## src/rtl/alu_arbiter.sv

```systemverilog
// Two-requester front end for a shared combinational ALU: round-robin grant,
// registered operands, one-cycle execute, held response with per-owner handshake.
module alu_arbiter #(
  parameter int unsigned WIDTH = 32
) (
  input  logic             clk_i,
  input  logic             rst_ni,
  input  logic             req0_valid_i,
  input  logic             req1_valid_i,
  output logic             req0_ready_o,
  output logic             req1_ready_o,
  input  logic [WIDTH-1:0] req0_a_i,
  input  logic [WIDTH-1:0] req0_b_i,
  input  logic [WIDTH-1:0] req1_a_i,
  input  logic [WIDTH-1:0] req1_b_i,
  input  logic [2:0]       req0_op_i,
  input  logic [2:0]       req1_op_i,
  output logic [WIDTH-1:0] alu_a_o,
  output logic [WIDTH-1:0] alu_b_o,
  output logic [2:0]       alu_control_o,
  input  logic [WIDTH-1:0] alu_result_i,
  input  logic             alu_zero_i,
  output logic             rsp0_valid_o,
  output logic             rsp1_valid_o,
  input  logic             rsp0_ready_i,
  input  logic             rsp1_ready_i,
  output logic [WIDTH-1:0] rsp_result_o,
  output logic             rsp_zero_o
);

  localparam logic [1:0] IDLE = 2'd0;
  localparam logic [1:0] EXEC = 2'd1;
  localparam logic [1:0] RESP = 2'd2;

  logic [1:0]       state_q, state_d;
  logic             owner_q, owner_d;
  logic             last_q, last_d;
  logic [WIDTH-1:0] alu_a_q, alu_a_d;
  logic [WIDTH-1:0] alu_b_q, alu_b_d;
  logic [2:0]       alu_ctrl_q, alu_ctrl_d;
  logic [WIDTH-1:0] rsp_result_q, rsp_result_d;
  logic             rsp_zero_q, rsp_zero_d;
  logic             rsp0_valid_q, rsp0_valid_d;
  logic             rsp1_valid_q, rsp1_valid_d;
  logic             grant0_c, grant1_c;

  // Next-state, grant and datapath-load logic
  always_comb begin
    state_d      = state_q;
    owner_d      = owner_q;
    last_d       = last_q;
    alu_a_d      = alu_a_q;
    alu_b_d      = alu_b_q;
    alu_ctrl_d   = alu_ctrl_q;
    rsp_result_d = rsp_result_q;
    rsp_zero_d   = rsp_zero_q;
    rsp0_valid_d = rsp0_valid_q;
    rsp1_valid_d = rsp1_valid_q;
    grant0_c     = 1'b0;
    grant1_c     = 1'b0;

    case (state_q)
      IDLE: begin
        // On a tie, the requester that was not served last wins
        if (req0_valid_i && (!req1_valid_i || last_q)) begin
          grant0_c = 1'b1;
        end else if (req1_valid_i) begin
          grant1_c = 1'b1;
        end
        if (grant0_c) begin
          alu_a_d    = req0_a_i;
          alu_b_d    = req0_b_i;
          alu_ctrl_d = req0_op_i;
          owner_d    = 1'b0;
          state_d    = EXEC;
        end else if (grant1_c) begin
          alu_a_d    = req1_a_i;
          alu_b_d    = req1_b_i;
          alu_ctrl_d = req1_op_i;
          owner_d    = 1'b1;
          state_d    = EXEC;
        end
      end
      EXEC: begin
        rsp_result_d = alu_result_i;
        rsp_zero_d   = alu_zero_i;
        rsp0_valid_d = !owner_q;
        rsp1_valid_d = owner_q;
        state_d      = RESP;
      end
      RESP: begin
        if (owner_q ? rsp1_ready_i : rsp0_ready_i) begin
          rsp0_valid_d = 1'b0;
          rsp1_valid_d = 1'b0;
          last_d       = owner_q;
          state_d      = IDLE;
        end
      end
      default: begin
        state_d = IDLE;
      end
    endcase
  end

  always_ff @(posedge clk_i or negedge rst_ni) begin
    if (!rst_ni) begin
      state_q      <= IDLE;
      owner_q      <= 1'b0;
      last_q       <= 1'b1;
      alu_a_q      <= '0;
      alu_b_q      <= '0;
      alu_ctrl_q   <= 3'b000;
      rsp_result_q <= '0;
      rsp_zero_q   <= 1'b0;
      rsp0_valid_q <= 1'b0;
      rsp1_valid_q <= 1'b0;
    end else begin
      state_q      <= state_d;
      owner_q      <= owner_d;
      last_q       <= last_d;
      alu_a_q      <= alu_a_d;
      alu_b_q      <= alu_b_d;
      alu_ctrl_q   <= alu_ctrl_d;
      rsp_result_q <= rsp_result_d;
      rsp_zero_q   <= rsp_zero_d;
      rsp0_valid_q <= rsp0_valid_d;
      rsp1_valid_q <= rsp1_valid_d;
    end
  end

  // Readies are same-cycle handshakes; forced low while reset is held
  assign req0_ready_o  = grant0_c & rst_ni;
  assign req1_ready_o  = grant1_c & rst_ni;
  assign alu_a_o       = alu_a_q;
  assign alu_b_o       = alu_b_q;
  assign alu_control_o = alu_ctrl_q;
  assign rsp_result_o  = rsp_result_q;
  assign rsp_zero_o    = rsp_zero_q;
  assign rsp0_valid_o  = rsp0_valid_q;
  assign rsp1_valid_o  = rsp1_valid_q;

endmodule

```

## config.mk

```make
export PLATFORM = sky130hd
export DESIGN_NAME = alu_arbiter
export DESIGN_NICKNAME = d
export VERILOG_FILES = /design/src/rtl/alu_arbiter.sv
export SDC_FILE = /design/constraint.sdc
export NUM_CORES = 1
export LEC_CHECK = 0
export CORE_MARGIN = 2
export CORE_UTILIZATION = 35
export DETAILED_ROUTE_END_ITERATION = 6
export PLACE_DENSITY_LB_ADDON = 0.08
export SLEW_MARGIN = 20
export SYNTH_ARGS = -nofsm -noshare
export SYNTH_HDL_FRONTEND = slang
export SYNTH_SLANG_ARGS = --single-unit
```

## constraint.sdc

```tcl
create_clock -name clk_i -period 1.35 [get_ports clk_i]
set_input_delay 0.135 -clock clk_i [delete_from_list [all_inputs] [get_ports clk_i]]
set_output_delay 0.135 -clock clk_i [all_outputs]
set_load 0.01 [all_outputs]
```

* Word-level counts from Yosys, hierarchy flattened
Index checks and enable logic that the tools add are counted.
Operators by class: eq/ne operators 4, reductions and logical operators 11, bitwise operators 2, muxes and demuxes 23
Operators by type and width (count):
- $mux W32 | 4
- $mux W1 | 11
- $reduce_and A2 Y1 | 4
- $mux W2 | 3
- $mux W3 | 2
- $pmux W2 S3 | 1
- $pmux W1 S2 | 2
- $reduce_bool A2 Y1 | 2
- $ne A3 B3 Y1 const B | 1
- $and A1 B1 Y1 | 2
- $eq A2 B1 Y1 const B | 1
- $eq A2 B2 Y1 const B | 1
- $logic_not A1 Y1 | 2
- $logic_not A2 Y1 | 1
- $ne A2 B2 Y1 const B | 1
- $logic_and A1 B1 Y1 | 1
- $logic_or A1 B1 Y1 | 1
Word-level totals: input bits 173, register bits after elaboration 106, logic and storage cells 50, output and inout bits 104

* Longest topological paths before layout
Gate-level depths: netlist (run 1).
depth in word-level cells 8, depth in mapped cells 8, depth with buffers taken out 3

* Worst setup path after synthesis (run 1)
No wires, ideal clock.
path kind reg-to-reg, from register last_q, to register alu_b_q[10] (netlist: alu_b_o[10]), required time 1.268 ns, arrival 1.381 ns, cell stages (with the launch flop) 6, setup time 0.082 ns, path buffers 2, clock period less this slack 1.462 ns, setup slack -0.112 ns, cells stage by stage dfstp_2 > nand2b_1 > buf_2 > clkbuf_1 > nand3_1 > a31oi_1
On the way: word-level cells in the longest chain between the ends 6, elaborated cells on any way between the ends 9, those cells by class 5 x mux; 4 x reduce/logical
RTL lines:
- start: declaration | RTL line 37 | logic last_q, last_d;
- start signal: assignment | RTL line 120 | last_q <= last_d;
- $logic_or A1 B1 Y1 (*) | RTL line 65 | if (req0_valid_i && (!req1_valid_i || last_q)) begin
- $logic_and A1 B1 Y1 (*) | RTL line 65
- $mux W1 | RTL line 65
- $mux W1 | RTL line 62 | case (state_q)
- $reduce_bool A2 Y1 (no line)
- $reduce_and A2 Y1 (no line)
- end signal: assignment | RTL line 122 | alu_b_q <= alu_b_d;
- end: declaration | RTL line 39 | logic [WIDTH-1:0] alu_b_q, alu_b_d;
Mark *: on every way between the ends. The rest lies on a longest branch, timed or not. The select of a mux whose other input is x is not followed. A chain may end at the register's enable or synchronous reset.

* Worst setup path in the final report (run 1)
from register last_q, to output req0_ready_o
On the way: word-level cells in the longest chain between the ends 6
RTL lines:
- $logic_or A1 B1 Y1 | RTL line 65
- $logic_and A1 B1 Y1 | RTL line 65
- $mux W1 | RTL line 65
- $mux W1 (2 in a row) | RTL line 62
- $and A1 B1 Y1 | RTL line 132 | assign req0_ready_o = grant0_c & rst_ni;
- end: declaration | RTL line 10 | output logic req0_ready_o,
No other way between the ends. The select of a mux whose other input is x is not followed.

==> results of run 1 <==
## area by class of cell
class / instances / share of cell area
repair buffers: 307 / 0.368
inverters: 2 / 0.000913
flip-flops and latches: 106 / 0.323
clock buffers: 10 / 0.0291
clock inverters: 6 / 0.00807
multi-input cells: 394 / 0.244
well taps: 180 / 0.0274
## state kept, by name, summed over array words and instances, names as in the netlist
signal / cells
alu_a_o: 32
alu_b_o: 32
alu_control_o: 3
last_q: 1
owner_q: 1
rsp0_valid_o: 1
rsp1_valid_o: 1
rsp_result_o: 32
rsp_zero_o: 1
state_q: 2
## worst reg2reg max path, stage by stage, from the launching register on
cell and delay (ns):
dfstp_2 0.57, buf_4 0.13, nand2b_4 0.20, buf_12 0.18, nand3_1 0.10, a31oi_1 0.21
## how the worst max path moves through the flow
stage / from / to / slack, ns
finish: last_q$_DFFE_PN1P_ / req0_ready_o / -0.14
global route: last_q$_DFFE_PN1P_ / alu_b_o[0]$_DFFE_PN0P_ / -0.18
CTS: last_q$_DFFE_PN1P_ / req0_ready_o / -0.15
detailed placement: req1_valid_i / alu_b_o[25]$_DFFE_PN0P_ / -0.40
global placement: req1_valid_i / req0_ready_o / -0.38
floorplan: last_q$_DFFE_PN1P_ / alu_b_o[10]$_DFFE_PN0P_ / 0.002
## routing by layer
metal / vias up / global-route usage / wire, um
met2: 254 / 0.402 / 8800
met5: - / 0 / 0
li1: 2516 / - / -
met4: 0 / 0.0927 / 495
met3: 36 / 0.0566 / 1390
met1: 2545 / 0.280 / 7090
## cell families after synthesis
kind of cell | count (synthesis)
DFF | 106
AOI/OAI and AO/OA | 211
buffers and inverters | 62
and+or+nand+nor | 183
## cell usage after synthesis (2+ instances only)
cell type,number
nor2b_1,4
buf_6,2
a31oi_1,67
nand3_1,68
a21oi_1,72
o21ai_0,68
nand2b_1,2
buf_2,12
dfrtp_1,105
nand2_1,101
nor2_1,4
clkbuf_1,46
## stage by stage
step                      power, uW  instances  setup TNS, ns  hold WS (ns)  utilization
after floorplan                9640        562              0        -0.161            -
after global placement        14500        982         -24.44         0.308        0.574
after detailed placement      14700        982         -24.90         0.311        0.574
after CTS                     16600       1003          -5.73         0.260        0.596
after global routing          17900       1005          -9.46         0.277        0.599
final                         16700       1005          -4.37         0.278        0.599
## where the power goes
part           internal, uW  leakage, uW  switching (uW)  total [uW]
sequential             4800      0.00122             851        5650
clock                  1490     0.000141            1190        2680
combinational          3890      0.00214            4440        8340
total                 10200      0.00350            6480       16700
## timing repair
action	4_1_cts	5_1_grt
hold buffers	1	0
setup buffers	2	1
endpoints found under the hold margin	105	0
cloned	2	2
resized for setup	125	4
pin swaps	9	26
setup endpoints to repair	172	89
==> out/results.ini, run 1 <==
[finish]
diodes = 0
drive_gt1_frac = 0.0752
num-fill-cells = 1267
final_common_cell = clkdlybuf4s50_1
fin_area_um2 = 8220
final_cell_mix = clkdlybuf4s50_1 (170), dfrtp_1 (105), dlygate4sd2_1 (102)
synthToLayoutAreaGrowth_pct = 68.9
seqCellArea_um2 = 2650
nets = 993
multi_input_area_um2 = 2000

[sta]
skew_ns = 0.00451
finalMaxSlewViolations = 0
max_clock_freq_mhz = 673
setup_viol = 69
finalHoldViolations = 0
maxSlewHeadroom = 0.508
grt_setup_unrepaired = yes
setup_ws_ns = -0.136
min_period_over_period = 1.10
period_minus_slack_ns = 1.49
tightest_slew_ns = 0.738

[placed_design]
dp_hpwl_um = 11800
pre_cts_ws_ns = -0.397
io_buffers = 276
placed_cell_area_um2 = 7870
place.gp.congestion = 0.814

[synthesis]
syn_nets = 735
ys_dominant_reg_cell = dfrtp_1
yosys_register_bits = 106
synth_top_family_by_area = compound AO/OA/AOI/OAI gates
syn_area_um2 = 4870
synthSimpleGateAreaFrac = 0.164
synth_edf_count = 0
synthTopCellsByArea = dfrtp_1 (54%), a31oi_1 (8.6%), nand2_1 (7.8%)
synth.area.mux_share = 0
synth_xor_area_frac = 0
yosysWarnings = 0
synth_top_area_share = 0.540
yosysUniqueCellTypes = 23
netlist_instances = 562
synth_compound_area_frac = 0.237
synthArstFlopShare = 1.00
yosysSeqAreaShare = 0.545
yosysTopAreaCell = dfrtp_1
postSynthAreaPerCell_um2 = 8.66
synthAdderAreaFrac = 0

[die]
row_count = 43
initial_core_util = 0.355
fp.dieArea_um2 = 14900
num_io_pins = 277
die_y_um = 122
die_w_um = 122
coreArea_um2 = 13700

[drt]
wl_um = 17800
vias_per_cell = 5.32
drc_errors = 0
wire_per_inst_um = 17.7
drtIter0Drc = 310
ant_nets = 0
vias = 5351
first_pass_iters = 5

[setup_path]
worstReg2RegStart = last_q$_DFFE_PN1P_
critical_path_buf_inv_count = 1
reg2reg_slack_ns = -0.11
critPathMaxFanout = 3
cp-end-kind = output pin
cp_cell_sequence = nor2b_4 > nor2_4 > and3_4 > buf_6
arrival_ns = 1.35
crit_cells = 4
cpPeakStageDelay_ns = 0.57
cp_top_family = flip-flops
critPathRequiredTime_ns = 1.22
cp-start-kind = register
worstSetupPathType = register to output pin
slowest_stage = dfstp_2
reg2reg_depth = 5
r2r-end = alu_b_o[13]$_DFFE_PN0P_

[clock_network]
cts_buffer_depth = 2
path_clk_slew_ns = 0.07
root_buffer = clkbuf_16
cts_buffers = 9
cts_tree = built
clk-insertion-delay-late_ns = 0.34
cts.sinks = 106
h-tree-depth = 3

[grt]
grt_first_pass_wirelength_um = 27000
grt_usage = 0.233
grt_max_degree = 107
grt_antenna_before_repair = 0
grt_pass1_vias = 5330
grt-ovfl-total = 0

[min_path]
hold_path.class = input port to register
worstHoldPathCells = 5
min_to = owner_q$_DFFE_PN0P_
hp-start = req0_valid_i

[power_and_ir_drop]
ir_worst_vdd_uv = 998
power_density_nw_per_um2 = 2030
p_leak_uw = 0.00350

[outcome]
status = finished with violations
violations = setup timing

[job]
max_cap_viol_count = 0

No activity file was read; power rests on OpenSTA's default activity.
==> run 2: changes to the inputs <==
CTS_CLUSTER_SIZE = 16   (was not set)
SLEW_MARGIN = 30   (was 20)
==> results of run 2 <==
Same layout as run 1: the final DEF is identical, and so are final timing and power.
==> run 3: changes to the inputs <==
==> constraint.sdc (replaced) <==
create_clock -name clk_i -period 1.35 [get_ports clk_i]
set_input_delay 0.27 -clock clk_i [delete_from_list [all_inputs] [get_ports clk_i]]
set_output_delay 0.27 -clock clk_i [all_outputs]
set_load 0.01 [all_outputs]
==> out/results.ini, run 3 (same netlist as run 1, synthesis figures left out) <==
[clock_network]
cts_buffer_depth = 2  ; unchanged
cts_tree = built
h-tree-depth = 3  ; unchanged
cts_buffers = 9  ; unchanged
clk-insertion-delay-late_ns = 0.35  ; about the same
cts.sinks = 106  ; unchanged
root_buffer = clkbuf_16
path_clk_slew_ns = 0.07  ; about the same

[sta]
min_period_over_period = 1.21  ; +0.107
setup_ws_ns = -0.280  ; -0.144 ns
finalMaxSlewViolations = 0  ; unchanged
period_minus_slack_ns = 1.63  ; +0.144 ns
max_clock_freq_mhz = 614  ; -8.8%
grt_setup_unrepaired = yes
skew_ns = 0.00433  ; -0.000180 ns
setup_viol = 69  ; unchanged
finalHoldViolations = 0  ; unchanged
maxSlewHeadroom = 0.543  ; +0.0350
tightest_slew_ns = 0.686  ; -0.0525 ns

[setup_path]
cp-end-kind = output pin
critical_path.startpoint = last_q$_DFFE_PN1P_
worstReg2RegStart = last_q$_DFFE_PN1P_
r2r-end = alu_a_o[26]$_DFFE_PN0P_
cp-start-kind = register
arrival_ns = 1.36  ; about the same
worstSetupPathType = register to output pin
reg2reg_slack_ns = -0.13  ; -0.02 ns
critPathMaxFanout = 3  ; unchanged
reg2reg_depth = 5  ; unchanged
critPathRequiredTime_ns = 1.08  ; -0.14 ns

[placed_design]
io_buffers = 276  ; unchanged
dp_hpwl_um = 12100  ; +1.8%
place.gp.congestion = 0.780  ; -4.2%
placed_cell_area_um2 = 7880  ; about the same

[drt]
vias = 5448  ; +1.8%
drc_errors = 0  ; unchanged
vias_per_cell = 5.36  ; +0.71%
ant_nets = 0  ; unchanged
first_pass_iters = 5  ; unchanged
drtIter0Drc = 476  ; +54%
wire_per_inst_um = 18.9  ; +6.7%
wl_um = 19200  ; +7.9%

[grt]
grt_pass1_vias = 5259  ; -1.3%
grt-ovfl-total = 0  ; unchanged
grt_max_degree = 76  ; -29%
grt_first_pass_wirelength_um = 27300  ; +1.2%
grt_usage = 0.234  ; +0.000557
grt_antenna_before_repair = 0  ; unchanged

[die]
initial_core_util = 0.355  ; unchanged
num_io_pins = 277  ; unchanged
die_w_um = 122  ; unchanged
coreArea_um2 = 13700  ; unchanged
die_y_um = 122  ; unchanged
row_count = 43  ; unchanged
fp.dieArea_um2 = 14900  ; unchanged

[finish]
fin_area_um2 = 8430  ; +2.5%
synthToLayoutAreaGrowth_pct = 73.1
seqCellArea_um2 = 2650  ; unchanged
drive_gt1_frac = 0.0909  ; +0.0158
final_common_cell = clkdlybuf4s50_1
num-fill-cells = 1249  ; -1.4%
final_cell_mix = clkdlybuf4s50_1 (170), dfrtp_1 (105), nand2_1 (101), dlygate4sd2_1 (101), a21oi_1 (70)
nets = 1006  ; +1.3%
multi_input_area_um2 = 2050  ; +2.4%
fin_util = 0.614  ; +0.0150
diodes = 0  ; unchanged

[job]
max_cap_viol_count = 0  ; unchanged

[power_and_ir_drop]
power_density_nw_per_um2 = 2040  ; +0.56%
ir_worst_vdd_uv = 1020  ; +2.0%
p_leak_uw = 0.00361  ; +3.1%

[outcome]
status = finished with violations
violations = setup timing

[min_path]
hold_path.class = input port to async pin

[run 3: repair_timing]
item                                    CTS  global route
endpoints found under the setup margin  173           101
setup buffers                             2             4
pin swaps                                 1            17
gates resized for setup                 113            33
cloned                                    0            11
hold buffers                              1             0
hold endpoints to repair                 31             0
[run 3: through the flow]
step                      TNS (ns)  hold WS (ns)  setup slack, ns  std cells  total power [uW]
after floorplan             -0.528       -0.0256          -0.0506        562              9650
after global placement      -36.03         0.354           -0.605        984             14500
after detailed placement    -37.82         0.358           -0.589        984             14700
after CTS                   -15.86         0.226           -0.285       1001             16200
after global routing        -12.49         0.141           -0.336       1016             18300
final                        -6.78        0.0740           -0.280       1016             17200
[run 3: critical path: stages, from the launching register on]
cell and delay (ns):
dfstp_2 0.56, nor2b_4 0.05, nor2_4 0.11, and3_4 0.19, buf_6 0.10
[run 3: cell type report]
class | count | area share
Clock buffer | 11 | 0.0276
Clock inverter | 3 | 0.00505
Inverter | 2 | 0.000891
Multi-Input combinational cell | 395 | 0.244
Sequential cell | 106 | 0.315
Tap cell | 180 | 0.0267
Timing Repair Buffer | 319 | 0.381
[run 3: worst max-delay path by stage]
stage / end / slack [ns] / cells past startpoint
4_1_cts: req0_ready_o / -0.28 / 4
6_report: req0_ready_o / -0.28 / 4
2_1_floorplan: alu_b_o[15]$_DFFE_PN0P_ / -0.05 / 8
3_3_place_gp: req0_ready_o / -0.60 / 5
5_1_grt: req0_ready_o / -0.34 / 4
3_5_place_dp: alu_b_o[11]$_DFFE_PN0P_ / -0.59 / 5
[run 3: per-layer routing]
layer / vias up / track usage / wire length, um
met5: - / 0 / 0
met4: 0 / 0.0812 / 391
met3: 33 / 0.0590 / 1640
met2: 262 / 0.390 / 9270
met1: 2604 / 0.296 / 7870
li1: 2549 / - / -
[run 3: report_power, final]
group          leakage, uW  total (uW)  internal (uW)  switching, uW
clock             0.000131        2580           1420           1160
sequential         0.00122        5670           4800            868
combinational      0.00226        8930           4260           4670
total              0.00361       17200          10500           6700
